[src/rtl/raptor64_pkg.sv]
// Shared encodings for the raptor64 add/subtract unit: op_i codes and sequencer states.
package raptor64_pkg;

    typedef enum logic [2:0] {
        OP_ADD     = 3'd0,
        OP_ADDU    = 3'd1,
        OP_SUB     = 3'd2,
        OP_SUBU    = 3'd3,
        OP_BCD_ADD = 3'd4,
        OP_BCD_SUB = 3'd5
    } op_e;

    typedef enum logic [1:0] {
        ST_IDLE,
        ST_BIN,
        ST_BCD,
        ST_DONE
    } state_e;

endpackage

[src/rtl/raptor64_bcd_digit.sv]
// One BCD digit adder with ripple carry; sub selects the nines' complement of b.
module raptor64_bcd_digit (
    input  logic [3:0] a,
    input  logic [3:0] b,
    input  logic       sub,
    input  logic       cin,
    output logic [3:0] s,
    output logic       cout
);

    logic [3:0] bEff;
    logic [4:0] raw;
    logic [4:0] adj;

    // Digits above 9 are not flagged; they simply go through the same +6 correction.
    always_comb begin
        bEff = sub ? (4'd9 - b) : b;
        raw  = {1'b0, a} + {1'b0, bEff} + {4'd0, cin};
        adj  = (raw > 5'd9) ? (raw + 5'd6) : raw;
        s    = adj[3:0];
        cout = (raw > 5'd9);
    end

endmodule

[src/rtl/raptor64_addsub_seq.sv]
// Sequential binary/BCD add-subtract unit. Define RAPTOR64_BCD_EN to build the
// multi-cycle BCD path; otherwise BCD ops are handled as invalid ops.
module raptor64_addsub_seq
    import raptor64_pkg::*;
#(
    parameter int WID = 64,
    parameter int DPC = 4
) (
    input  logic           clk_i,
    input  logic           rst_ni,
    input  logic           start_i,
    input  logic [2:0]     op_i,
    input  logic [WID-1:0] a_i,
    input  logic [WID-1:0] b_i,
    output logic           busy_o,
    output logic           done_o,
    output logic [WID-1:0] o_o,
    output logic           c_o,
    output logic           ov_o
);

    if (WID % (4 * DPC) != 0) begin : gBadWid
        $error("raptor64_addsub_seq: WID must be a multiple of 4*DPC");
    end

    state_e         state;
    logic [2:0]     opReg;
    logic [WID-1:0] aReg;
    logic [WID-1:0] bReg;

    logic           isSub;
    logic           isValid;
    logic           signedOp;
    logic [WID-1:0] bOp;
    logic [WID:0]   sum;
    logic           cBin;
    logic           ovBin;

    // Single WID+1 adder: subtraction is a + ~b + 1, borrow is the inverted carry.
    always_comb begin
        isSub    = (opReg == OP_SUB) || (opReg == OP_SUBU);
        isValid  = (opReg <= OP_SUBU);
        signedOp = (opReg == OP_ADD) || (opReg == OP_SUB);
        bOp      = isSub ? ~bReg : bReg;
        sum      = {1'b0, aReg} + {1'b0, bOp} + {{WID{1'b0}}, isSub};
        cBin     = isSub ? ~sum[WID] : sum[WID];
        ovBin    = signedOp && (aReg[WID-1] == bOp[WID-1]) && (sum[WID-1] != aReg[WID-1]);
    end

`ifdef RAPTOR64_BCD_EN
    localparam int GW = 4 * DPC;
    localparam int N  = WID / GW;
    localparam int CW = (N > 1) ? $clog2(N) : 1;

    logic [CW-1:0] digCnt;
    logic          bcdCarry;
    logic          bcdSub;
    logic [DPC:0]  chain;
    logic [GW-1:0] grpSum;

    assign bcdSub   = (opReg == OP_BCD_SUB);
    assign chain[0] = bcdCarry;

    for (genvar d = 0; d < DPC; d++) begin : gDig
        raptor64_bcd_digit uDig (
            .a    (aReg[4*d +: 4]),
            .b    (bReg[4*d +: 4]),
            .sub  (bcdSub),
            .cin  (chain[d]),
            .s    (grpSum[4*d +: 4]),
            .cout (chain[d+1])
        );
    end
`endif

    always_ff @(posedge clk_i or negedge rst_ni) begin
        if (!rst_ni) begin
            state  <= ST_IDLE;
            opReg  <= '0;
            aReg   <= '0;
            bReg   <= '0;
            busy_o <= 1'b0;
            done_o <= 1'b0;
            o_o    <= '0;
            c_o    <= 1'b0;
            ov_o   <= 1'b0;
`ifdef RAPTOR64_BCD_EN
            digCnt   <= '0;
            bcdCarry <= 1'b0;
`endif
        end else begin
            done_o <= 1'b0;
            case (state)
                ST_IDLE, ST_DONE: begin
                    busy_o <= 1'b0;
                    state  <= ST_IDLE;
                    if (start_i) begin
                        opReg  <= op_i;
                        aReg   <= a_i;
                        bReg   <= b_i;
                        busy_o <= 1'b1;
                        state  <= ST_BIN;
`ifdef RAPTOR64_BCD_EN
                        if (op_i == OP_BCD_ADD || op_i == OP_BCD_SUB) begin
                            state    <= ST_BCD;
                            digCnt   <= '0;
                            bcdCarry <= (op_i == OP_BCD_SUB);
                        end
`endif
                    end
                end
                ST_BIN: begin
                    o_o    <= isValid ? sum[WID-1:0] : '0;
                    c_o    <= isValid && cBin;
                    ov_o   <= ovBin;
                    busy_o <= 1'b0;
                    done_o <= 1'b1;
                    state  <= ST_DONE;
                end
`ifdef RAPTOR64_BCD_EN
                ST_BCD: begin
                    // Operands shift down and result groups enter from the top, LSB group first.
                    aReg     <= aReg >> GW;
                    bReg     <= bReg >> GW;
                    o_o      <= (o_o >> GW) | (WID'(grpSum) << (WID - GW));
                    bcdCarry <= chain[DPC];
                    digCnt   <= digCnt + 1'b1;
                    if (digCnt == CW'(N - 1)) begin
                        c_o    <= bcdSub ? ~chain[DPC] : chain[DPC];
                        ov_o   <= 1'b0;
                        busy_o <= 1'b0;
                        done_o <= 1'b1;
                        state  <= ST_DONE;
                    end
                end
`endif
                default: state <= ST_IDLE;
            endcase
        end
    end

endmodule

[config.mk]
export PLATFORM = sky130hd
export DESIGN_NAME = raptor64_addsub_seq
export DESIGN_NICKNAME = d
export VERILOG_FILES = /design/src/rtl/raptor64_pkg.sv /design/src/rtl/raptor64_bcd_digit.sv /design/src/rtl/raptor64_addsub_seq.sv
export SDC_FILE = /design/constraint.sdc
export NUM_CORES = 1
export LEC_CHECK = 0
export ABC_AREA = 1
export CAP_MARGIN = 30
export CORE_MARGIN = 5
export CORE_UTILIZATION = 25
export CTS_BUF_LIST = sky130_fd_sc_hd__clkbuf_8
export CTS_CLUSTER_DIAMETER = 40
export CTS_CLUSTER_SIZE = 25
export DETAILED_ROUTE_END_ITERATION = 6
export PLACE_DENSITY_LB_ADDON = 0.3
export SLEW_MARGIN = 10
export SYNTH_ARGS = -nofsm -noshare
export SYNTH_HDL_FRONTEND = slang
export SYNTH_SLANG_ARGS = --single-unit
[constraint.sdc]
create_clock -name clk_i -period 2.2 [get_ports clk_i]
set_input_delay 0.55 -clock clk_i [delete_from_list [all_inputs] [get_ports clk_i]]
set_output_delay 0.55 -clock clk_i [all_outputs]
set_load 0.03 [all_outputs]
# Word-level counts from Yosys, hierarchy flattened
# Index checks and enable logic that the tools add are counted.
dict set report op_classes {
  add_sub_neg 2
  n_lt_le_gt_ge 1
  n_eq_ne 6
  mux 8
  n_bitwise 2
  reduce_logical 10
}
# cell n
set ops {}
lappend ops {{$mux 64} 2}
lappend ops {{$add 64x64->65} 1}
lappend ops {{$add 65x1->65} 1}
lappend ops {{$not 64->64} 1}
lappend ops {{$eq 3x2->1 const B} 2}
lappend ops {{$mux 1} 4}
lappend ops {{$pmux 2 s2} 1}
lappend ops {{$le 3x2->1 const B} 1}
lappend ops {{$logic_and 1x1->1} 3}
lappend ops {{$logic_not 3->1} 1}
lappend ops {{$eq 2x1->1 const B} 1}
lappend ops {{$eq 2x2->1 const B} 1}
lappend ops {{$logic_not 2->1} 1}
lappend ops {{$logic_or 1x1->1} 2}
lappend ops {{$pmux 1 s2} 1}
lappend ops {{$reduce_and 2->1} 1}
lappend ops {{$reduce_bool 2->1} 1}
lappend ops {{$reduce_or 2->1} 1}
lappend ops {{$eq 1x1->1} 1}
lappend ops {{$ne 1x1->1} 1}
lappend ops {{$not 1->1} 1}
dict set report totals {
  ff_bits 201
  out_inout_bits 68
  wordCells 38
}

# Longest topological paths before layout
# Gate-level depths: netlist of run 1.
dict set report logic_depth {
  ltp_word 8
  ltp_mapped 22
  mapped_depth_nobuf 21
}

# Worst setup path before layout of run 1
# Ideal clock, no wire load.
dict set report synth_timing {
  path_type {register to register}
  startpoint {reg opReg[2]}
  endpoint {reg o_o[63]}
  setup_ns 0.117
  arrival_time_ns 2.308
  required_ns 2.083
  path_slack_ns -0.225
  path_stages_with_launch 20
  synth_period_minus_slack_ns 2.425
  path_cell_list {dfrtp_1 > inv_2 > nand2_2 > buf_6 > buf_2 > xnor2_1 > ha_1 > nand2_1 > nor2_1 > inv_2 > nor2_1 > inv_1 > nor3_1 > nand2_1 > nand2_2 > nand2_2 > nand2_1 > nand2_1 > nand3_1 > nand2_1}
}
dict set report synth_via {
  elab_chain_len 6
  word_cells_on_any_way 8
}
# item line_no
set synth_lines {}
lappend synth_lines {{start: declaration} raptor64_addsub_seq.sv:27} ;# logic [2:0] opReg;
lappend synth_lines {{start signal: assignment} raptor64_addsub_seq.sv:98} ;# opReg <= op_i;
lappend synth_lines {{$eq 3x2->1} raptor64_addsub_seq.sv:41} ;# isSub = (opReg == OP_SUB) || (opReg == OP_SUBU);
lappend synth_lines {{$logic_or 1x1->1} raptor64_addsub_seq.sv:41}
lappend synth_lines {{$mux 64} raptor64_addsub_seq.sv:44} ;# bOp = isSub ? ~bReg : bReg;
lappend synth_lines {{$add 64x64->65} raptor64_addsub_seq.sv:45} ;# sum = {1'b0, aReg} + {1'b0, bOp} + {{WID{1'b0}}, isSub};
lappend synth_lines {{$add 65x1->65} raptor64_addsub_seq.sv:45}
lappend synth_lines {{$mux 64 *} raptor64_addsub_seq.sv:113} ;# o_o <= isValid ? sum[WID-1:0] : '0;
lappend synth_lines {{end signal: assignment} raptor64_addsub_seq.sv:113}
lappend synth_lines {{end: declaration} raptor64_addsub_seq.sv:17} ;# output logic [WID-1:0] o_o,
# Mark *: on every way between the ends. The rest lies on a longest branch, timed or not.
# A chain may end at the register's enable or synchronous reset.

# Worst setup path after layout of run 1
dict set report layout_timing {
  startpoint {reg opReg[2]}
  endpoint {reg o_o[47]}
}
# Same word-level chain as after synthesis.

==> run metrics, run 1 <==
Worst setup EP type=flop; crit path max fanout=10; Critical Path Start Type=flop; Synth Net Count=1,847; Routed WL=51,200 um; number of global-route vias before repair=13,300; NumNets Final=2,337; WP data arrival=3.21 ns; violated checks=setup timing; met2 wire length=23,600 um; unrepaired setup endpoints after global routing=true; max-slew violation count=0; smallest hold slack=0.479 ns; Vias/cell=4.60; WL/cell=18.1 um; Synth async-reset ratio=100%; Reg clk slew, reported paths=0.12 ns; Die X=237 um; final instance area=0.0208 mm2; yosys warns=0; H-tree levels=4; #FFs+latches synth=200; TNS Setup=-26.17 ns; I/O Pins=202; Metal-1 WL=23,900 um; worst-case clock buffer depth=2; largest net degree at the start of global routing=69; clock buffer count from CTS=17; placed cell area=0.0177 mm2; highest metal used=met5; clock sinks=200; Seq/Total Area, Yosys=38.8%; Least-Margin Pin Slew=0.401 ns; Starting Density=25.2%; most frequent cells in the layout=nand2_1 (323), buf_4 (272), dfrtp_1 (200); root buffer cell=clkbuf_8; drc violations=0; met3 wire length=2670 um; buffers added on ports=201; DP HPWL=40,200 um; Slew headroom=73.2%; share of layout cells above drive strength 1=44.0%; Cells after Synth=1,645; final setup fails=61; Worst-Skew Late Latency=0.56 ns; antenna violations before repair=3; Final Hold Fails=0; Worst Path Required=2.64 ns; post-route ant nets=0; post-synth design cell area=0.0129 mm2; synth unique cells=36; crit share post-route=126%; HP Class=primary input to async pin; Iter 0 DRT Violations=705; dpl cells=2,728; core footprint=0.0512 mm2; row count=83; RePlAce Congestion=0.919; status=complete, but fails checks; CTS tree=yes; number of iterations in the first detailed-routing pass=5; total grt overflow=0; Total GRT Usage=17.3%; Vias=13,000; Area Overhead vs Synth=60.8%; clock period minus worst slack=2.77 ns; final std cells w/o fill=2,830; Syn Area/Cell=7.85 um2; maxcap violations=0; setup ws final=-0.574 ns; Die H=237 um; most common cell after layout, fill and taps aside=nand2_1; number of synthesized flops with an enable pin=0; first-pass GRT wire length=75,700 um; Synth Flop Type=dfrtp_1; die area=0.0563 mm2; worst clock skew=0.0310 ns; Peak Freq=360 MHz; Setup CP Type=flop to flop
per-stage QoR:
stage | utilization [%] | setup WS (ns)
detailed placement | 34.6 | -0.897
global route | 40.5 | -0.726
floorplan | - | -0.127
finish | 40.5 | -0.574
CTS | 37.2 | -0.552
global placement | 34.6 | -0.908
final timing paths:
kind / start / endpoint / slack (ns) / depth (start not counted)
setup / recovery: opReg[2]$_DFFE_PN0P_ / o_o[47]$_DFFE_PN0P_ / -0.57 / 16
hold / removal: rst_ni / bReg[53]$_DFFE_PN0P_ / 0.48 / 2
setup reg to reg: opReg[2]$_DFFE_PN0P_ / o_o[47]$_DFFE_PN0P_ / -0.57 / 16
hold reg to reg: o_o[53]$_DFFE_PN0P_ / o_o[53]$_DFFE_PN0P_ / 0.48 / 2
max in group asynchronous: rst_ni / busy_o$_DFFE_PN0P_ / 1.06 / 3
min in group clk_i: o_o[53]$_DFFE_PN0P_ / o_o[53]$_DFFE_PN0P_ / 0.48 / 2
registers in the layout, indices dropped and copies added (netlist names):
name / flops
aReg: 64
bReg: 64
busy_o: 1
c_o: 1
done_o: 1
o_o: 64
opReg: 3
ov_o: 1
state: 1
cells in the mapped netlist, drive strengths merged (2+ instances only):
cell	instances	area, um2
a21boi	2	15.0
a21o	3	22.5
a21oi	127	636
a32o	2	20.0
buf	21	109
clkbuf	13	48.8
clkinv	2	7.51
dfrtp	200	5000
ha	67	838
inv	175	657
mux2	125	1410
nand2	451	1720
nand3	84	420
nand3b	6	45.0
nand4	15	93.8
nor2	167	637
nor3	12	65.1
nor4	6	37.5
o21a	2	15.0
o21ai	94	485
o21bai	4	30.0
xnor2	62	543
logic make-up after synthesis:
logic type | share of synthesized area, %
XOR/XNOR | 4.27
multiplexers | 10.9
AND/OR/NAND/NOR | 23.4
adder cells (fa/ha/maj) | 6.65
flip-flops | 38.8
buffers and inverters | 6.43
AO/OA/AOI/OAI | 9.55
area by class of cell:
class,instances,area (um2)
well taps,680,851
inverters,177,668
fillers,5169,30400
clock buffers,18,248
repair buffers,506,4570
flip-flops and latches,200,5000
multi-input cells,1233,9270
clock inverters,14,136
diodes,2,5.00
critical path, cell delays in order, from the launching register on:
cell	delay (ns)
dfrtp_1	0.40
inv_2	0.11
nand2_8	0.10
clkbuf_16	0.20
xnor2_1	0.13
ha_1	0.34
a21oi_2	0.24
o21ai_1	0.13
buf_4	0.15
nand2_1	0.06
nand2_1	0.13
a21oi_4	0.23
nand2_8	0.10
nand2_2	0.08
nand3_1	0.09
nand3_2	0.10
nand2_1	0.05
what timing repair did:
item,in CTS,in global routing
buffers inserted,32,31
hold buffers,1,0
gates resized for setup,316,354
pin swaps,63,114
setup endpoints to repair,122,66
endpoints found under the hold margin,35,0
gates cloned,1,4
layer usage:
metal	track usage [%]	vias to the layer above
li1	-	6355
met2	27.6	318
met4	5.26	2
met1	24.1	6303
met3	3.25	51
met5	0	-
Power of run 1 is not shown: default switching activity piles up to over one toggle a cycle in this logic, so the estimate is an artifact.
==> run 2, diff against run 1 <==
==> constraint.sdc (replaced) <==
create_clock -name clk_i -period 2.2 [get_ports clk_i]
set_input_delay 0.33 -clock clk_i [delete_from_list [all_inputs] [get_ports clk_i]]
set_output_delay 0.33 -clock clk_i [all_outputs]
set_load 0.03 [all_outputs]
==> run 2 against run 1 <==
  * Cell count down 0.39%
  * Clock skew is 0.0064 ns lower
  * Routed wire length shrank 2.4%
  * Register-to-register slack about the same
  * Critical path depth increased by 2
  * Via count shrank 2.4%
  * First-iteration DRC count stayed put
  * Die area stayed put
  * The run still ends with setup timing left
  * Sequential share of layout area grew 1.1 points
  * Core utilization shrank 1.8 points
  * Critical path type unchanged
  * Largest cell class unchanged
  * Maximum frequency is 0.26% lower
==> run metrics, run 2 (synthesized netlist as in run 1, its figures left out) <==
share of layout cells above drive strength 1=37.4%; Setup CP Type=flop to flop; Area Overhead vs Synth=53.7%; clock buffer count from CTS=17; Die H=237 um; DP HPWL=40,600 um; crit path max fanout=14; antenna violations before repair=2; most frequent cells in the layout=nand2_1 (356), buf_4 (277), dfrtp_1 (200), clkdlybuf4s50_1 (200), inv_1 (156); WL/cell=17.7 um; Slew headroom=67.3%; maxcap violations=0; Reg clk slew, reported paths=0.11 ns; drc violations=0; register area=0.00500 mm2; Die X=237 um; worst clock skew=0.0246 ns; Least-Margin Pin Slew=0.491 ns; first-pass GRT wire length=76,200 um; dpl cells=2,734; clock sinks=200; Starting Density=25.2%; final std cells w/o fill=2,819; Routed WL=50,000 um; RePlAce Congestion=0.905; Vias=12,700; die area=0.0563 mm2; smallest hold slack=0.320 ns; CTS tree=yes; I/O Pins=202; number of global-route vias before repair=13,200; Post-Place Worst Slack=-0.792 ns; H-tree levels=4; most common cell after layout, fill and taps aside=nand2_1; violated checks=setup timing; Worst-Skew Late Latency=0.54 ns; Worst setup EP type=flop; worst-case clock buffer depth=2; buffers added on ports=201; unrepaired setup endpoints after global routing=true; Iter 0 DRT Violations=705; fillers=5,252; crit share post-route=126%; Critical Path Start Type=flop; max-slew violation count=0; Peak Freq=360 MHz; status=complete, but fails checks; largest registers=aReg x64, bReg x64, o_o x64; Vias/cell=4.51; TNS Setup=-24.11 ns; post-route ant nets=0; final setup fails=60; total grt overflow=0; number of iterations in the first detailed-routing pass=5; setup ws final=-0.582 ns; Total GRT Usage=17.4%; root buffer cell=clkbuf_8; WP data arrival=3.20 ns; core footprint=0.0512 mm2; Worst Path Required=2.62 ns; reg2reg setup slack=-0.58 ns; NumNets Final=2,327; HP Class=primary input to async pin; area of the multi-input gates=0.00847 mm2; clock period minus worst slack=2.78 ns; Final Hold Fails=0; largest net degree at the start of global routing=69; row count=83
==> run 2: cell count changes in the layout (fill, tap and decap cells not counted), moves of 20 or more <==
cell and delta:
dlygate4sd2_1 -61, nand2_2 -21, nand2_1 +33, a21oi_1 +20, clkdlybuf4s50_1 +66, nor2_1 +30
==> run 2: layout make-up <==
type / count / share of cell area [%]
sequential: 200 / 25.2
multi-input combinational: 1233 / 42.7
inverter: 177 / 3.35
timing repair buffer: 496 / 22.2
antenna: 1 / 0.0126
tap: 680 / 4.29
clock buffer: 21 / 1.46
clock inverter: 11 / 0.795
==> run 2: metal layers <==
metal  global-route usage, %  wire (um)  vias to the layer above  part of all wire [%]
met5                       0          7                        -                 0.014
met1                    24.8      24200                     6070                    48
met3                    2.78       2230                       44                   4.5
li1                        -          -                     6335                     -
met4                    4.29        867                        2                   1.7
met2                    27.7      22700                      269                    45
==> run 2: critical path: stages (launching register included) <==
cell and delay, ns:
dfrtp_1 0.41, inv_2 0.08, nand2_4 0.09, buf_12 0.17, buf_4 0.14, xnor2_1 0.12
ha_1 0.35, buf_4 0.15, nand2_4 0.08, nor4_2 0.25, nand2_1 0.11, nand2_2 0.13
nand2_1 0.11, nand2_4 0.13, nand2_2 0.08, nand2_1 0.08, nand2_1 0.05, nand3_1 0.08
nand2_1 0.06
==> run 2: timing repair <==
action                     in CTS  in global routing
hold endpoints to repair       42                  0
gates resized for setup       172                219
setup buffers                  22                 29
setup endpoints to repair      61                 61
pin swaps                      23                 39
hold buffers                    1                  0
==> run 2: worst paths after layout <==
path | from | end | depth (start not counted)
worst max-delay path | opReg[2]$_DFFE_PN0P_ | ov_o$_DFFE_PN0P_ | 18
max in group asynchronous | rst_ni | o_o[32]$_DFFE_PN0P_ | 3
min in group clk_i | a_i[0] | aReg[0]$_DFFE_PN0P_ | 3
worst min-delay path | rst_ni | aReg[51]$_DFFE_PN0P_ | 2
worst max register to register | opReg[2]$_DFFE_PN0P_ | ov_o$_DFFE_PN0P_ | 18
worst min register to register | o_o[20]$_DFFE_PN0P_ | o_o[20]$_DFFE_PN0P_ | 2
==> run 2: metrics by stage <==
step / util, % / cell area, um2
6_report: 38.7 / 19800
5_1_grt: 38.7 / 19800
4_1_cts: 36.8 / 18800
3_5_place_dp: 34.6 / 17700
3_3_place_gp: 34.6 / 17700
2_1_floorplan: - / 13100
Power of run 2 is left out for the same reason.
==> run 3, diff against run 2 <==
CORE_MARGIN = 2   (was 5)
SETUP_SLACK_MARGIN = 0.5   (was not set)
==> run 3 against run 2 <==
  * The flow still finishes with violations (setup timing)
  * Clock skew shrank 0.0030 ns
  * Cell count shrank 0.96%
  * Maximum frequency grew 3.2%
  * Routed wire length grew 2.3%
  * Largest cell class unchanged
==> run metrics, run 3 (synthesized netlist as in run 1, its figures left out) <==
status=complete, but fails checks; violated checks=setup timing; Vias=12,900; clock sinks=200; largest registers=aReg x64, bReg x64, o_o x64; die area=0.0535 mm2; largest net degree at the start of global routing=69; buffers added on ports=201; NumNets Final=2,302; Final Hold Fails=0; Worst setup EP type=flop; share of layout cells above drive strength 1=43.8%; row count=83; CTS tree=yes; final setup fails=61; Starting Density=25.2%; crit share post-route=122%; worst-case clock buffer depth=2; Worst-Skew Late Latency=0.55 ns; core footprint=0.0512 mm2; RePlAce Congestion=0.928; Peak Freq=371 MHz; drc violations=0; most common cell after layout, fill and taps aside=nand2_1; root buffer cell=clkbuf_8; DP HPWL=39,200 um; Die H=231 um; smallest hold slack=0.324 ns; unrepaired setup endpoints after global routing=true; antenna violations before repair=0; Setup CP Type=flop to flop; clock buffer count from CTS=17; H-tree levels=4; HP Class=primary input to async pin; Least-Margin Pin Slew=0.648 ns; Vias/cell=4.62; Routed WL=51,200 um; I/O Pins=202; register area=0.00501 mm2; area of the multi-input gates=0.00973 mm2; Critical Path Start Type=flop; maxcap violations=0; WL/cell=18.3 um; Area Overhead vs Synth=64.4%; Antenna Cells=0; Total GRT Usage=18.3%; total grt overflow=0; setup ws final=-0.495 ns; most frequent cells in the layout=nand2_1 (321), buf_4 (203), dfrtp_1 (195); WP data arrival=3.13 ns; max-slew violation count=0; number of iterations in the first detailed-routing pass=5; Worst Path Required=2.64 ns; Iter 0 DRT Violations=634; Die X=231 um; number of global-route vias before repair=12,800; crit path max fanout=8; post-route ant nets=0; clock period minus worst slack=2.69 ns; worst clock skew=0.0216 ns; Slew headroom=56.8%; first-pass GRT wire length=74,200 um; fillers=4,962; Reg clk slew, reported paths=0.12 ns
run 3: layout make-up:
type	instances	share of cell area [%]
Tap cell	680	4.01
Timing Repair Buffer	471	21.5
Clock inverter	13	0.666
Multi-Input combinational cell	1233	45.9
Clock buffer	18	1.17
Sequential cell	200	23.6
Inverter	177	3.15
run 3: stage by stage:
step                      setup slack, ns  util (%)  setup TNS [ns]  cell area [um2]  instances
after floorplan                    -0.127         -           -3.11            13200       1645
after global placement             -0.735      34.1          -27.01            17400       2684
after detailed placement           -0.716      34.1          -27.26            17400       2684
after CTS                          -0.478      36.4          -23.44            18700       2741
after global routing               -0.702      41.5          -32.42            21200       2792
final                              -0.495      41.5          -23.29            21200       2792
run 3: what timing repair did:
item                                    in CTS  in global routing
hold buffers                                 1                  0
cloned                                       1                  7
pin swaps                                   65                105
endpoints found under the setup margin     190                185
buffers inserted                            24                 44
hold endpoints to repair                    47                  0
resized for setup                          286                507
run 3: worst max-delay path, stage by stage, from the launching register on:
cell,delay (ns)
dfrtp_1,0.40
inv_2,0.08
nand2_4,0.08
buf_12,0.17
buf_12,0.15
xnor2_2,0.22
ha_4,0.28
a21oi_4,0.21
o21ai_2,0.10
a21oi_2,0.14
nand2_2,0.11
nand2_2,0.09
nand2_2,0.08
buf_4,0.16
nand2_1,0.08
nand3_1,0.07
nand3_1,0.08
nand2_1,0.05
run 3: routing by layer:
layer  part of all wire, %  up-vias  global-route usage (%)
met2                    47      298                    29.4
met4                   1.9        0                    5.54
met1                    46     6248                    25.3
li1                      -     6299                       -
met3                   4.6       48                    2.89
met5                     0        -                       0
run 3: worst paths after layout:
path                       cells past startpoint  slack, ns              endpoint                  from
setup / recovery                              17      -0.49   o_o[55]$_DFFE_PN0P_  opReg[2]$_DFFE_PN0P_
hold / removal                                 2       0.32    busy_o$_DFFE_PN0P_                rst_ni
setup reg to reg                              17      -0.49   o_o[55]$_DFFE_PN0P_  opReg[2]$_DFFE_PN0P_
hold reg to reg                                2       0.49   o_o[21]$_DFFE_PN0P_   o_o[21]$_DFFE_PN0P_
max in group asynchronous                      3       1.18  aReg[55]$_DFFE_PN0P_                rst_ni
min in group clk_i                             2       0.38  aReg[21]$_DFFE_PN0P_               a_i[21]
Power of run 3 is left out for the same reason.
